## config.mk

```make
export PLATFORM = sky130hd
export DESIGN_NAME = muldiv_unit
export DESIGN_NICKNAME = d
export VERILOG_FILES = /design/src/rtl/muldiv_unit.sv
export SDC_FILE = /design/constraint.sdc
export NUM_CORES = 1
export LEC_CHECK = 0
export BUFFER_PORTS_ARGS = -buffer_cell sky130_fd_sc_hd__buf_2
export CAP_MARGIN = 20
export CORE_MARGIN = 2
export CORE_UTILIZATION = 45
export CTS_CLUSTER_DIAMETER = 100
export DETAILED_ROUTE_END_ITERATION = 8
export MAX_ROUTING_LAYER = met4
export PLACE_DENSITY = 0.76
export SLEW_MARGIN = 20
export SYNTH_ARGS = -nofsm -noshare
export SYNTH_HDL_FRONTEND = slang
export SYNTH_SLANG_ARGS = --single-unit
```

## constraint.sdc

```tcl
create_clock -name clk -period 4.39 [get_ports clk]
set_input_delay 0.439 -clock clk [delete_from_list [all_inputs] [get_ports clk]]
set_output_delay 0.439 -clock clk [all_outputs]
set_load 0.005 [all_outputs]
```

## src/rtl/muldiv_unit.sv

```systemverilog
// Iterative 32x32 multiply / divide unit for the EXE stage: one radix-2 step per
// cycle over operand magnitudes, then a single sign-fix cycle before HI/LO update.
module muldiv_unit #(
  parameter logic [31:0] DIV0_QUOT = 32'hFFFFFFFF
) (
  input  logic        clk,
  input  logic        rst_n,
  input  logic        start,
  input  logic [1:0]  oper,
  input  logic [31:0] a,
  input  logic [31:0] b,
  input  logic        cancel,
  input  logic        whi,
  input  logic        wlo,
  input  logic [31:0] wdata,
  output logic        busy,
  output logic        done,
  output logic [31:0] hi,
  output logic [31:0] lo
);

  typedef enum logic [1:0] {S_IDLE, S_CALC, S_FIX, S_DONE} state_t;

  state_t      state_q, state_d;
  logic [1:0]  op_q, op_d;
  logic [31:0] a_q, a_d, b_q, b_d;
  logic [31:0] hi_q, hi_d, lo_q, lo_d;
  logic [63:0] acc_q, acc_d;
  logic [4:0]  cnt_q, cnt_d;

  logic        accept;
  logic [31:0] a_in_mag, b_mag;
  logic        neg_a, neg_b, is_div;
  logic [32:0] mul_sum;
  logic [63:0] mul_next, div_next;
  logic [32:0] div_sh;
  logic [33:0] div_diff;
  logic [63:0] prod_fix;
  logic [31:0] quot_fix, rem_fix;

  assign busy   = (state_q == S_CALC) || (state_q == S_FIX);
  assign done   = (state_q == S_DONE);
  assign hi     = hi_q;
  assign lo     = lo_q;
  assign accept = ((state_q == S_IDLE) || (state_q == S_DONE)) && start && !cancel;

  // oper[0]=0 selects the signed flavour (MULT / DIV)
  assign a_in_mag = (!oper[0] && a[31]) ? -a : a;
  assign is_div   = op_q[1];
  assign neg_a    = !op_q[0] && a_q[31];
  assign neg_b    = !op_q[0] && b_q[31];
  assign b_mag    = neg_b ? -b_q : b_q;

  // Shift-add: acc = {partial product, remaining multiplier bits}
  assign mul_sum  = {1'b0, acc_q[63:32]} + (acc_q[0] ? {1'b0, b_mag} : 33'd0);
  assign mul_next = {mul_sum, acc_q[31:1]};

  // Restoring divide: acc = {remainder, dividend bits shifting into quotient}
  assign div_sh   = acc_q[63:31];
  assign div_diff = {1'b0, div_sh} - {2'b00, b_mag};
  assign div_next = div_diff[33] ? {acc_q[62:0], 1'b0}
                                 : {div_diff[31:0], acc_q[30:0], 1'b1};

  assign prod_fix = (neg_a ^ neg_b) ? -acc_q : acc_q;
  assign quot_fix = (neg_a ^ neg_b) ? -acc_q[31:0] : acc_q[31:0];
  assign rem_fix  = neg_a ? -acc_q[63:32] : acc_q[63:32];

  always_comb begin
    state_d = state_q;
    op_d    = op_q;
    a_d     = a_q;
    b_d     = b_q;
    hi_d    = hi_q;
    lo_d    = lo_q;
    acc_d   = acc_q;
    cnt_d   = cnt_q;
    case (state_q)
      S_IDLE, S_DONE: begin
        state_d = S_IDLE;
        if (accept) begin
          state_d = S_CALC;
          op_d    = oper;
          a_d     = a;
          b_d     = b;
          acc_d   = {32'd0, a_in_mag};
          cnt_d   = 5'd0;
        end
      end
      S_CALC: begin
        if (cancel) begin
          state_d = S_IDLE;
        end else begin
          acc_d = is_div ? div_next : mul_next;
          cnt_d = cnt_q + 5'd1;
          if (cnt_q == 5'd31) state_d = S_FIX;
        end
      end
      S_FIX: begin
        if (cancel) begin
          state_d = S_IDLE;
        end else begin
          state_d = S_DONE;
          if (!is_div) begin
            hi_d = prod_fix[63:32];
            lo_d = prod_fix[31:0];
          end else if (b_q == 32'd0) begin
            hi_d = a_q;
            lo_d = DIV0_QUOT;
          end else begin
            hi_d = rem_fix;
            lo_d = quot_fix;
          end
        end
      end
      default: state_d = S_IDLE;
    endcase
    // MTHI/MTLO lose to an accepted start so a new op never sees a half-written pair
    if (!busy && !accept) begin
      if (whi) hi_d = wdata;
      if (wlo) lo_d = wdata;
    end
  end

  always_ff @(posedge clk or negedge rst_n) begin
    if (!rst_n) begin
      state_q <= S_IDLE;
      op_q    <= 2'd0;
      a_q     <= 32'd0;
      b_q     <= 32'd0;
      hi_q    <= 32'd0;
      lo_q    <= 32'd0;
      acc_q   <= 64'd0;
      cnt_q   <= 5'd0;
    end else begin
      state_q <= state_d;
      op_q    <= op_d;
      a_q     <= a_d;
      b_q     <= b_d;
      hi_q    <= hi_d;
      lo_q    <= lo_d;
      acc_q   <= acc_d;
      cnt_q   <= cnt_d;
    end
  end

endmodule

```

After elaboration in Yosys (flattened, before gate mapping)
Cells that the tools add are included.
Widths: inputs -> output; s select.
{"block": "word_totals", "elab_cells": 74, "ff_bits": 201}
{"block": "classes", "n_reduce_logical": 19, "n_addsub": 8, "bitwise_logic": 1, "n_eq_ne": 7, "mux": 31}
{"operator": "$mux 32", "count": 17}
{"operator": "$mux 64", "count": 5}
{"operator": "$neg 32->32", "count": 4}
{"operator": "$pmux 64 s2", "count": 1}
{"operator": "$neg 64->64", "count": 1}
{"operator": "$sub 33x32->34", "count": 1}
{"operator": "$add 32x32->33", "count": 1}
{"operator": "$logic_not 32->1", "count": 1}
{"operator": "$mux 5", "count": 2}
{"operator": "$pmux 5 s2", "count": 1}
{"operator": "$logic_and 1x1->1", "count": 6}
{"operator": "$mux 2", "count": 3}
{"operator": "$pmux 2 s3", "count": 1}
{"operator": "$add 5x1->5 const B", "count": 1}
{"operator": "$eq 5x5->1 const B", "count": 1}
{"operator": "$logic_not 1->1", "count": 5}
{"operator": "$eq 2x2->1 const B", "count": 2}
{"operator": "$ne 2x2->1 const B", "count": 2}
{"operator": "$ne 3x2->1 const B", "count": 1}
{"operator": "$reduce_and 3->1", "count": 1}
{"operator": "$eq 2x1->1 const B", "count": 1}
{"operator": "$logic_not 2->1", "count": 1}
{"operator": "$logic_or 1x1->1", "count": 2}
{"operator": "$reduce_and 2->1", "count": 1}
{"operator": "other kinds (4)", "count": 4}

Longest topological paths before layout
Gate-level depths: netlist of run 1.
{"block": "logic_depth", "depth_word": 10, "ltp_mapped": 18, "mapped_depth_nobuf": 17}

Least setup slack after synthesis of run 1
Ideal clock, no wire load.
{"block": "synth_path", "kind": "reg2reg", "from": "register b_q[3]", "to": "register acc_q[49]", "slack_ns": -0.077, "path_stages_with_launch": 18, "synth_period_minus_slack_ns": 4.467, "t_arrival_ns": 4.347, "setup_ns": 0.120, "required_ns": 4.270, "cell_sequence": "dfrtp_1 -> or4_4 -> nor4_4 -> nand3_1 -> o31ai_1 -> xor2_1 -> ha_1 -> clkbuf_1 -> nand2_1 -> nor3_1 -> nand3_1 -> nor2_1 -> a211oi_2 -> o2111ai_2 -> and2_1 -> buf_2 -> mux2_1 -> a31o_1"}
{"block": "synth_between", "elab_chain_len": 7, "word_cells_on_any_way": 9, "classes_between": "add/sub: 3; mux: 6"}
{"element": "start, declared", "line": "26", "source": "logic [31:0] a_q, a_d, b_q, b_d;"}
{"element": "start signal, assigned", "line": "129", "source": "b_q <= 32'd0;"}
{"element": "start signal, assigned", "line": "138", "source": "b_q <= b_d;"}
{"element": "$neg 32->32", "line": "52", "source": "assign b_mag = neg_b ? -b_q : b_q;"}
{"element": "$mux 32 (*)", "line": "52"}
{"element": "$sub 33x32->34 or $mux 32 (tied branches)", "line": "60, 55"}
{"element": "$mux 64 or $add 32x32->33 (tied branches)", "line": "61, 55"}
{"element": "$mux 64 (*)", "line": "93", "source": "acc_d = is_div ? div_next : mul_next;"}
{"element": "$mux 64 (*)", "line": "90", "source": "if (cancel) begin"}
{"element": "$pmux 64 s2 (*)", "line": "77", "source": "case (state_q)"}
{"element": "end signal, assigned", "line": "132", "source": "acc_q <= 64'd0;"}
{"element": "end signal, assigned", "line": "141", "source": "acc_q <= acc_d;"}
{"element": "end, declared", "line": "28", "source": "logic [63:0] acc_q, acc_d;"}
Every way passes the cells marked *; elsewhere a longest branch is shown, timed or not. The select of a mux whose other input is x is not followed.
A chain may end at the register's enable or synchronous reset.

Final worst setup path of run 1
{"block": "layout_path", "from": "register b_q[3]", "to": "register acc_q[56]"}
Same word-level chain as after synthesis.

==> results of run 1 <==
[final timing paths]
kind | slack, ns | startpoint | cells after the start | endpoint
min | 0.09 | b[27] | 2 | b_q[27]
max reg2reg | -0.004 | b_q[3] | 19 | acc_q[56]
min reg2reg | 0.48 | cnt_q[4] | 2 | cnt_q[4]
max | -0.004 | b_q[3] | 19 | acc_q[56]
min in group asynchronous | 0.34 | rst_n | 2 | lo[6]
max in group asynchronous | 2.89 | rst_n | 4 | op_q[1]
[cells by family after synthesis]
logic type	after synthesis
AOI/OAI and AO/OA	688
xor gates and xnor gates	172
DFF	201
adders and majority gates	75
and+or+nand+nor	658
muxes	112
buffers and inverters	166
[timing repair]
action,in CTS,in global routing
pin swaps,3,39
hold buffers,0,1
cloned,0,0
gates resized for setup,6,114
buffers inserted,2,15
setup endpoints to repair,25,33
hold endpoints to repair,0,29
[metal layers]
layer,global-route usage,share of wire
met2,0.490,0.46
met3,0.0378,0.080
met5,-,0
met1,0.406,0.41
met4,0.138,0.048
[through the flow]
stage	utilization	TNS, ns	hold WS [ns]
6_report	0.550	-0.00425	0.0937
2_1_floorplan	-	0	0.143
4_1_cts	0.530	0	0.0763
5_1_grt	0.550	-1.19	0.0940
3_5_place_dp	0.504	-0.664	0.471
3_3_place_gp	0.504	0	0.456
[cells in the final DEF (no fill, tap or decap), drive strengths merged, types with 45 or more instances in the layout]
cell   count
buf      290
o21ai    252
nand2    213
dfrtp    201
a21oi    195
nor2     177
xnor2     94
xor2      78
ha        73
mux2      67
nand3     53
mux2i     45
[state kept, by name, summed over array words and instances (netlist names)]
| name | count |
|---|---|
| b_q | 32 |
| op_q | 2 |
| hi | 32 |
| acc_q | 64 |
| lo | 32 |
| a_q | 32 |
| cnt_q | 5 |
| state_q | 2 |
[cell type report]
class / instances / area (sq um)
Fill cell: 3301 / 16500
Multi-Input combinational cell: 1705 / 11600
Sequential cell: 201 / 5030
Clock buffer: 33 / 707
Timing Repair Buffer: 292 / 1850
Tap cell: 468 / 586
Inverter: 36 / 135
Clock inverter: 15 / 198
[report_power, final]
part / internal (W) / total, W / switching [W]
sequential: 0.00224 / 0.00286 / 0.000627
clock: 0.00138 / 0.00229 / 0.000916
combinational: 0.00251 / 0.00594 / 0.00344
total: 0.00612 / 0.0111 / 0.00498
==> flow_summary.ini, run 1 <==
[timing]
max_freq_mhz = 228
tightest_slew_ns = 1.04
slew_violations = 0
fin_worst_skew_ns = 0.0177
post-route-min-period_ns = 4.39
slew_headroom = 0.305
setup_viol = 1
fin_ws_ns = -0.00425
hold_viol_final = 0
grt_setup_unrepaired = yes
period_share = 1.00

[setup_path]
crit_family = simple AND/OR/NAND/NOR gates
cp.arrival_ns = 4.82
path_buf_inv = 4
max_stage_delay_ns = 0.54
critPathCaptureType = flip-flop
start_kind = flip-flop
worstPathMaxFanout = 5
cp_cell_sequence = or4_4, nor4_4, buf_4, nand3_4, o41ai_4, xor2_1, buf_4, nor2_4, ha_4, and4_4, and3_4, buf_4, and3_1, a222oi_1, buf_4, a21oi_2, mux2i_1, o311ai_1, o21bai_1
critPathRequiredTime_ns = 4.82
crit_type = reg2reg
crit_slowest_cell = or4_4
path_common_cell = buf_4

[placed_design]
dp_cells = 2683
hpwl_um = 44600
place_ws_ns = -0.0770
placed_cell_area_sq_um = 18400
place.gp.congestion = 1.03
port_buffers = 169

[detailed_routing]
antenna_left = 0
routed_wl_um = 60600
vias = 17400
initialDrtViolationCount = 1713
wl_per_cell_um = 22.0
vias_per_cell = 6.31
firstDrtPassIters = 6
remaining_drc_errors = 0

[yosys]
synthMuxAreaShare = 0.0723
synth_top_family_by_area = compound AO/OA/AOI/OAI gates
ys_warn_count = 0
synth_xor_area_frac = 0.0904
ys_seq_area_frac = 0.302
synth-seq-cells = 201
synth_edf_count = 0
yosys.area_share.adder = 0.0572
synth.most_common_cell = nand2_1
synth_area_leaders = dfrtp_1, a21oi_1, ha_1
synth.avg_cell_area_sq_um = 8.05
syn_nets = 2251
synth_compound_area_frac = 0.249
yosys-top-cells-count = nand2_1, dfrtp_1, a21oi_1
yosys.area_share.simple = 0.192
syn_inst = 2072
synth_area_sq_um = 16700
ys_dominant_reg_cell = dfrtp_1
synth_async_sr_flop_share = 1.00
synth.largest_area_cell = dfrtp_1
yosys.area.top_type_share = 0.302
yosysUniqueCellTypes = 85

[finish]
nets = 2441
drive_gt1_frac = 0.231
fin_area_sq_um = 20100
antenna_cells = 0
syn2layout_area_growth_pct = 20.4
stdcell_count = 2750

[die]
initial_core_util = 0.456
io_pins = 170
fp.dieH_um = 196
die-area_sq_um = 38600
dieWidth_um = 196
coreArea_sq_um = 36500
rows = 70

[hold_path]
worstHoldPathType = in2reg

[grt]
first_global_vias = 16300
track_usage = 0.312
antenna_found_initial = 1
grt_pass1_wl_um = 92700
overflow = 0
grt_max_degree = 126

[status]
outcome = finished with violations
violations = negative setup slack

[clock_network]
clk_pin_slew_worst_paths_ns = 0.06
cts_tree = done
ctsHtreeMaxLevel = 1
root_buffer = clkbuf_16
clk_path_buf_depth = 3
cts.sinks = 201
insertion_delay_ns = 0.58
cts_buffers = 26

[power_and_ir_drop]
p_per_area_nw_per_um2 = 553
total_power_w = 0.0111
p_leak_nw = 8.86
ir_worst_vdd_uv = 319

[run]
max-cap-violations = 0
Note: power is estimated with default switching activity, not from simulation.
==> run 2, diff against run 1 <==
--- a/config.mk
+++ b/config.mk
@@ -13,6 +13,7 @@
 export DETAILED_ROUTE_END_ITERATION = 8
 export MAX_ROUTING_LAYER = met4
 export PLACE_DENSITY = 0.76
+export SKIP_CTS_REPAIR_TIMING = 1
 export SLEW_MARGIN = 20
 export SYNTH_ARGS = -nofsm -noshare
 export SYNTH_HDL_FRONTEND = slang
==> run 2 against run 1 <==
  * The flow still finishes with violations (negative setup slack)
  * Die area unchanged
  * Setup slack worse by 0.020 ns
  * Fmax decreased by 0.45%
  * Largest cell class unchanged
  * Final cell count about the same
  * Clock power barely moved
  * Combinational power down 2%
  * Core utilization fell by 0.52 points
  * Sequential cell count did not move
  * Sequential power hardly changed
  * Sequential share of layout area increased by 0.24 points
  * Critical path type unchanged
  * Worst hold slack better by 0.0024 ns
==> flow_summary.ini, run 2 (synthesis results as in run 1) <==
[status]
outcome = finished with violations
violations = negative setup slack

[setup_path]
critPathRequiredTime_ns = 4.84
start_kind = flip-flop
crit_type = reg2reg
r2r-end = acc_q[49]
critPathCaptureType = flip-flop
reg2reg_depth = 16
reg2reg_from = b_q[3]
worstPathMaxFanout = 5
reg2reg_slack_ns = -0.02
cp.arrival_ns = 4.87

[detailed_routing]
remaining_drc_errors = 0
wl_per_cell_um = 22.0
vias_per_cell = 6.33
routed_wl_um = 60400
initialDrtViolationCount = 1691
vias = 17400
firstDrtPassIters = 9
antenna_left = 0

[grt]
grt_max_degree = 126
overflow = 0
first_global_vias = 16200
track_usage = 0.312
antenna_found_initial = 1
grt_pass1_wl_um = 92700

[clock_network]
insertion_delay_ns = 0.57
clk_path_buf_depth = 3
clk_pin_slew_worst_paths_ns = 0.06
cts_buffers = 26
ctsHtreeMaxLevel = 1
cts_tree = done
cts.sinks = 201
root_buffer = clkbuf_16

[hold_path]
holdPathEnd = b_q[27]
worstHoldPathType = in2reg
hp-start = b[27]
hold_depth = 2

[finish]
drive_gt1_frac = 0.218
fillers = 3320
multi_input_area_sq_um = 11400
final_cell_mix = nand2_1, dfrtp_1, a21oi_1
final_common_cell = nand2_1
post-route-util = 0.544
seq_area_sq_um = 5030
regMostFlops = acc_q
nets = 2442
largest_reg_flops = 64
syn2layout_area_growth_pct = 19.2
fin_area_sq_um = 19900

[timing]
max_freq_mhz = 227
post-route-min-period_ns = 4.41
period_share = 1.01
slew_violations = 0
hold_viol_final = 0
slew_headroom = 0.312
fin_worst_skew_ns = 0.0144
tightest_slew_ns = 1.03
fin_ws_ns = -0.0241
setup_viol = 3
hold_slack_ns = 0.0962
grt_setup_unrepaired = yes

[placed_design]
hpwl_um = 44600
placed_cell_area_sq_um = 18400
place.gp.congestion = 1.03
port_buffers = 169

[die]
dieWidth_um = 196
rows = 70
io_pins = 170
coreArea_sq_um = 36500
fp.dieH_um = 196
die-area_sq_um = 38600
initial_core_util = 0.456

[power_and_ir_drop]
p_leak_nw = 8.84
p_per_area_nw_per_um2 = 551
ir_worst_vdd_uv = 316

[run]
max-cap-violations = 0
==> run 2: changes by cell type in the layout (fill, tap and decap cells not counted), moves of 4 or more <==
cell     previous run  this run
buf_4             112       118
ha_1               60        68
buf_6               7         2
o21ai_2             5         1
ha_2                8         3
==> run 2: area by class of cell <==
cell class | instances | share of cell area
Timing Repair Buffer | 293 | 0.0926
Antenna cell | 1 | 0.000126
Clock inverter | 15 | 0.00994
Inverter | 36 | 0.00680
Clock buffer | 33 | 0.0356
Tap cell | 468 | 0.0295
Sequential cell | 201 | 0.253
Multi-Input combinational cell | 1705 | 0.572
==> run 2: worst max path at each step <==
stage	depth (start not counted)	endpoint	start
finish	16	acc_q[49]	b_q[3]
global route	17	acc_q[61]	b_q[4]
CTS	18	acc_q[35]	b_q[5]
detailed placement	18	acc_q[35]	b_q[5]
global placement	17	acc_q[62]	b_q[5]
floorplan	17	acc_q[49]	b_q[3]
==> run 2: power breakdown <==
group	switching, W	internal, W
Sequential	0.000620	0.00224
Combinational	0.00338	0.00244
Clock	0.000915	0.00138
Total	0.00491	0.00605
==> run 2: metal layers <==
metal  track usage  wire, um  vias up
li1              -         -     7921
met4         0.137      2980        0
met3        0.0373      4980      182
met2         0.489     27700      917
met1         0.407     24800     8396
met5             -         0        -
==> run 2: worst max-delay path, stage by stage, from the launching register on <==
cell and delay (ns):
dfrtp_1 0.39, or4_4 0.54, nor4_4 0.30, buf_4 0.18, nand3_4 0.11, o31ai_4 0.28
xor2_1 0.25, ha_1 0.34, a21oi_2 0.20, o21ai_1 0.12, a21o_1 0.19, a21o_1 0.19
a211oi_4 0.21, o2111ai_2 0.21, and2_4 0.25, mux2_1 0.31, a31o_1 0.22
==> run 2: stage by stage <==
stage	setup WS (ns)	setup TNS, ns	instances	power, W
after detailed placement	-0.0770	-0.664	2683	0.00822
after global routing	-0.174	-3.93	2751	0.0116
after CTS	-0.104	-1.17	2731	0.0105
final	-0.0241	-0.0328	2752	0.0110
after global placement	0.0302	0	2683	0.00813
after floorplan	0.00566	0	2072	0.00637
